===== config.mk =====
export PLATFORM = sky130hd
export DESIGN_NAME = grf_scoreboard
export DESIGN_NICKNAME = d
export VERILOG_FILES = /design/src/rtl/grf_scoreboard_pkg.sv /design/src/rtl/grf_wr_select.sv /design/src/rtl/grf_scoreboard.sv
export SDC_FILE = /design/constraint.sdc
export NUM_CORES = 2
export LEC_CHECK = 0
export BUFFER_PORTS_ARGS = -buffer_cell sky130_fd_sc_hd__buf_2
export CAP_MARGIN = 20
export CORE_MARGIN = 2
export CORE_UTILIZATION = 50
export CTS_BUF_LIST = sky130_fd_sc_hd__clkbuf_4
export DETAILED_ROUTE_END_ITERATION = 10
export PLACE_DENSITY_LB_ADDON = 0.05
export SETUP_SLACK_MARGIN = 0.3
export SYNTH_ARGS = -nofsm -noshare
export SYNTH_HDL_FRONTEND = slang
export SYNTH_SLANG_ARGS = --single-unit

===== constraint.sdc =====
create_clock -name clk -period 8.4 [get_ports clk]
set_input_delay 1.68 -clock clk [delete_from_list [all_inputs] [get_ports clk]]
set_output_delay 1.68 -clock clk [all_outputs]
set_load 0.03 [all_outputs]

===== src/rtl/grf_scoreboard_pkg.sv =====
// Shared CPU register-file definitions: index constants, default widths and
// the helper that locates port i inside a flattened multi-port bus.
package grf_scoreboard_pkg;

  localparam int DATA_W_DEF = 32;
  localparam int ADDR_W_DEF = 5;
  localparam int REG_ZERO   = 0;

  // Low bit of slice idx in a bus made of equal-width fields; use with +:.
  function automatic int slice_lo(input int idx, input int width);
    return idx * width;
  endfunction

endpackage


===== src/rtl/grf_wr_select.sv =====
// Priority resolution of the write ports for one register index.
// The highest-numbered enabled port that targets addr wins.
module grf_wr_select
  import grf_scoreboard_pkg::*;
#(
  parameter int DATA_W = DATA_W_DEF,
  parameter int ADDR_W = ADDR_W_DEF,
  parameter int NUM_WR = 2
) (
  input  logic [NUM_WR-1:0]        wr_en,
  input  logic [NUM_WR*ADDR_W-1:0] wr_addr,
  input  logic [NUM_WR*DATA_W-1:0] wr_data,
  input  logic [ADDR_W-1:0]        addr,
  output logic                     hit,
  output logic [DATA_W-1:0]        data
);

  // Walk ports low to high so a later (higher) match overrides earlier ones.
  always_comb begin
    hit  = 1'b0;
    data = '0;
    for (int p = 0; p < NUM_WR; p++) begin
      if (wr_en[p] && (wr_addr[slice_lo(p, ADDR_W) +: ADDR_W] == addr)) begin
        hit  = 1'b1;
        data = wr_data[slice_lo(p, DATA_W) +: DATA_W];
      end
    end
  end

endmodule


===== src/rtl/grf_scoreboard.sv =====
// Multi-port general register file with optional write-to-read bypass and a
// per-register busy scoreboard that raises stall on RAW hazards.
module grf_scoreboard
  import grf_scoreboard_pkg::*;
#(
  parameter int DATA_W = DATA_W_DEF,
  parameter int ADDR_W = ADDR_W_DEF,
  parameter int NUM_RD = 2,
  parameter int NUM_WR = 2,
  parameter int BYPASS = 1
) (
  input  logic                     clk,
  input  logic                     reset_n,
  input  logic [NUM_RD*ADDR_W-1:0] rd_addr,
  input  logic [NUM_RD-1:0]        rd_used,
  output logic [NUM_RD*DATA_W-1:0] rd_data,
  output logic [NUM_RD-1:0]        rd_busy,
  output logic                     stall,
  input  logic [NUM_WR-1:0]        wr_en,
  input  logic [NUM_WR*ADDR_W-1:0] wr_addr,
  input  logic [NUM_WR*DATA_W-1:0] wr_data,
  input  logic                     issue_en,
  input  logic [ADDR_W-1:0]        issue_addr,
  output logic [ADDR_W:0]          busy_cnt
);

  localparam int DEPTH = 2 ** ADDR_W;
  localparam int CNT_W = ADDR_W + 1;

  logic [DATA_W-1:0] regs     [DEPTH];
  logic [DEPTH-1:0]  busy;
  logic [DEPTH-1:0]  busy_next;
  logic [DEPTH-1:0]  idx_hit;
  logic [DATA_W-1:0] idx_data [DEPTH];
  logic [CNT_W-1:0]  cnt_next;

  // Index 0 is hardwired: it never takes a write and never clears/sets busy.
  assign idx_hit[0]  = 1'b0;
  assign idx_data[0] = '0;

  for (genvar j = 1; j < DEPTH; j++) begin : g_idx
    grf_wr_select #(
      .DATA_W(DATA_W),
      .ADDR_W(ADDR_W),
      .NUM_WR(NUM_WR)
    ) u_sel (
      .wr_en  (wr_en),
      .wr_addr(wr_addr),
      .wr_data(wr_data),
      .addr   (ADDR_W'(j)),
      .hit    (idx_hit[j]),
      .data   (idx_data[j])
    );
  end

  // Register array: clear on reset, otherwise take the resolved write data.
  always_ff @(posedge clk) begin
    if (!reset_n) begin
      for (int j = 0; j < DEPTH; j++) regs[j] <= '0;
    end else begin
      for (int j = 0; j < DEPTH; j++) begin
        if (idx_hit[j]) regs[j] <= idx_data[j];
      end
    end
  end

  // Next busy vector: writeback clears, issue sets afterwards so a new
  // producer supersedes a same-cycle writeback to the same index.
  always_comb begin
    busy_next = busy & ~idx_hit;
    if (issue_en && (issue_addr != ADDR_W'(REG_ZERO))) busy_next[issue_addr] = 1'b1;
    busy_next[0] = 1'b0;
  end

  // Population count of the next busy vector, registered alongside it.
  always_comb begin
    cnt_next = '0;
    for (int j = 0; j < DEPTH; j++) cnt_next = cnt_next + CNT_W'(busy_next[j]);
  end

  // Scoreboard state and its registered count.
  always_ff @(posedge clk) begin
    if (!reset_n) begin
      busy     <= '0;
      busy_cnt <= '0;
    end else begin
      busy     <= busy_next;
      busy_cnt <= cnt_next;
    end
  end

  for (genvar i = 0; i < NUM_RD; i++) begin : g_rd
    logic [ADDR_W-1:0] addr;
    logic              is_zero;
    logic              byp_hit;
    logic              use_byp;
    logic [DATA_W-1:0] byp_data;

    assign addr    = rd_addr[slice_lo(i, ADDR_W) +: ADDR_W];
    assign is_zero = (addr == ADDR_W'(REG_ZERO));
    assign use_byp = (BYPASS != 0) && byp_hit;

    grf_wr_select #(
      .DATA_W(DATA_W),
      .ADDR_W(ADDR_W),
      .NUM_WR(NUM_WR)
    ) u_byp (
      .wr_en  (wr_en),
      .wr_addr(wr_addr),
      .wr_data(wr_data),
      .addr   (addr),
      .hit    (byp_hit),
      .data   (byp_data)
    );

    assign rd_data[slice_lo(i, DATA_W) +: DATA_W] =
      is_zero ? '0 : (use_byp ? byp_data : regs[addr]);
    assign rd_busy[i] = ~is_zero & busy[addr] & ~use_byp;
  end

  assign stall = |(rd_used & rd_busy);

endmodule

==> results.json <==
{
  "io_buffer_count": 168,
  "core_mm2": 0.130,
  "outcome": "complete, no violations",
  "netlist_top_cells_area": "edfxtp_1 45%, mux4_2 15%, nand2_1 7.0%, a22oi_1 6.0%, nor2b_1 4.7%",
  "cts-htree-levels": 5,
  "clk_pin_slew_ps": 60,
  "grt_pass1_wl_mm": 418,
  "layout-drive-gt1-share_pct": 24.5,
  "gp_congestion": 0.942,
  "cp-start-kind": "primary input",
  "grt_remaining_overflow": 0,
  "cts-root-buf": "clkbuf_4",
  "relSlewSlack_pct": 9.57,
  "die_area_mm2": 0.134,
  "worst_slew_pin_slew_ps": 1360,
  "die_y_um": 366,
  "synth_seq_cells": 1029,
  "holdPathEnd": "busy[23]",
  "yosys-top-cells-count": "1214 x nand2_1, 992 x edfxtp_1, 597 x a21oi_1, 550 x clkbuf_1, 522 x a22oi_1",
  "min_period_over_period_pct": 81.6,
  "dp_hpwl_mm": 165,
  "crit_required_ps": 6720,
  "cts_resized": 0,
  "fp-row-count": 132,
  "numCtsBuffers": 317,
  "synthFlopType": "edfxtp_1",
  "hp-start": "busy[23]",
  "timing.rr.end": "busy_cnt[4]",
  "syn-instance-count": 6033,
  "yosysTopAreaCell": "edfxtp_1",
  "ff2ff_path_depth": 18,
  "ctsHoldBuffers": 0,
  "syn2layout_area_growth_pct": 8.80,
  "tns_ps": 0,
  "synth_nets": 6159,
  "drt_iter0_drc": 10500,
  "power_density_mw_per_mm2": 187,
  "wl_per_cell_um": 38.1,
  "reg2reg_setup_slack_ps": 3040,
  "async_flop_share_pct": 0,
  "start_util_pct": 50.5,
  "cp.buffers_inverters": 3,
  "skew_ps": 71.9,
  "yosys.area.top_type_share_pct": 45.5,
  "dr_total_vias": 57500,
  "setup_violations": 0,
  "post-place-ws_ps": 749,
  "clock_sinks": 1029,
  "yosys.cell_types.count": 60,
  "crit_path_cell_trace": "buf_8 -> buf_4 -> mux4_2 -> nand2b_1 -> o211ai_1 -> o21ai_0 -> nor2_1 -> o21ai_1 -> buf_2",
  "finalHoldViolCount": 0,
  "post_cts_buffers": 0,
  "drtAntennaViolNets": 0,
  "clk_latency_ps": 1340,
  "num-fill-cells": 11200,
  "netlist_area_mm2": 0.0655,
  "slew_violations": 0,
  "worstHoldPathCells": 2,
  "gr-usage-all-layers_pct": 44.0,
  "crit_family": "buffers and inverters",
  "wl_mm": 301,
  "max_freq_ghz": 0.146,
  "cts_tree": "built",
  "critical-path-max-stage-delay_ps": 620,
  "crit_path_max_fanout": 50,
  "io_pins": 169,
  "crit_path_end_kind": "output port",
  "synth_seq_area_share_pct": 46.6,
  "setup_ws_ps": 1550,
  "rsz0062_at_grt": "no",
  "p_leak_uw": 0.0240,
  "hold_path.class": "reg2reg",
  "setup.worst_path.class": "in2out",
  "synth-edff-count": 992,
  "antenna_found_initial": 25,
  "cp_slowest_cell": "buf_4",
  "clock_path_buffers": 4,
  "holdWs_ps": 647,
  "viasPerCell": 7.26,
  "drv_cap": 0,
  "grt_max_degree": 272,
  "synth.avg_cell_area_um2": 10.9,
  "grt_pass1_vias": 55200,
  "period_minus_slack_ps": 6850,
  "crit_arrival_ps": 5170,
  "vdd_drop_max_mv": 0.152,
  "yosys_warnings": 0,
  "dr.pass1.iters": 9,
  "r2r-start": "busy[28]",
  "drc": 0,
  "synth.most_common_cell": "nand2_1",
  "final_nets": 6074,
  "die_w_um": 366
}
## power by group
part	total, µW	leakage, µW	internal (µW)	switching, µW
Clock	4920	0.00227	2550	2370
Sequential	6110	0.00980	5950	162
Combinational	2280	0.0119	769	1510
Total	13300	0.0240	9260	4040
## layer usage
metal / global-route usage (%) / wire length [µm]
met5: 0 / 113
met4: 25.3 / 20200
met3: 16.2 / 46700
met2: 63.4 / 129000
met1: 57.2 / 106000
## placed cells by master, fill, tap and decap left out, drive strengths merged, types with 9 or more instances in the layout
master and n:
nand2 1214, and2 31, inv 24, clkbuf 475
mux2i 84, mux4 439, diode 19, dfxtp 37
a31oi 20, a221oi 33, fa 23, o22ai 49
nand3 42, o221a 11, a21oi 597, nor3 30
mux2 110, edfxtp 992, a32oi 9, a211oi 30
o221ai 80, o21ai 57, a22oi 522, xor2 16
nand2b 47, clkinv 44, nor2b 491, a22o 21
o211ai 13, nor2 186, buf 357
## cell type report
class                   count  area [µm²]  share of cell area [%]
clock inverters            45         173                   0.242
flip-flops and latches   1029       30500                    42.8
inverters                  23        86.3                   0.121
clock buffers             475        3570                    5.00
repair buffers            357        2520                    3.54
well taps                1742        2180                    3.06
diodes                     19        47.5                  0.0667
multi-input cells        4220       32200                    45.1
## cells by family after synthesis
group	share of synthesized area, %
multiplexers	18.3
buffers and inverters	5.14
flip-flops	46.6
AO/OA/AOI/OAI	14.5
adder cells (fa/ha/maj)	0.836
XOR/XNOR	0.294
AND/OR/NAND/NOR	14.3
## per-stage QoR
step           std cells  utilization [%]  cell area [µm²]  total power (µW)
2_1_floorplan       6033                -            65500              7530
6_report            7910             54.9            71300             13300
3_3_place_gp        7367             51.9            67400              8360
5_1_grt             7896             54.9            71300             13600
3_5_place_dp        7371             52.0            67500              8380
4_1_cts             7891             54.9            71200             13200
## registers in the layout, summed over array words and instances (netlist names)
register	flops
regs	992
busy	31
busy_cnt	6
## worst reg2reg max path, stage by stage (launching register included)
cell     delay, ps
dfxtp_1        370
a32oi_1        390
fa_1           550
fa_1           530
fa_1           490
inv_1           50
fa_1           520
inv_1           50
fa_1           450
fa_1           490
inv_1           50
fa_1           390
inv_1          100
fa_1           220
inv_1           50
a21o_1         160
a21oi_1        160
xnor2_1         80
and2_1         150
## worst max-delay path by stage
stage,start,end,cells past startpoint
6_report,rd_addr[5],rd_data[63],9
5_1_grt,rd_addr[5],rd_data[63],9
4_1_cts,rd_addr[5],rd_data[63],9
3_5_place_dp,wr_addr[7],busy_cnt[4],22
3_3_place_gp,wr_addr[7],busy_cnt[4],22
2_1_floorplan,wr_addr[7],busy_cnt[4],22
Power figures use the tool's default switching activity.
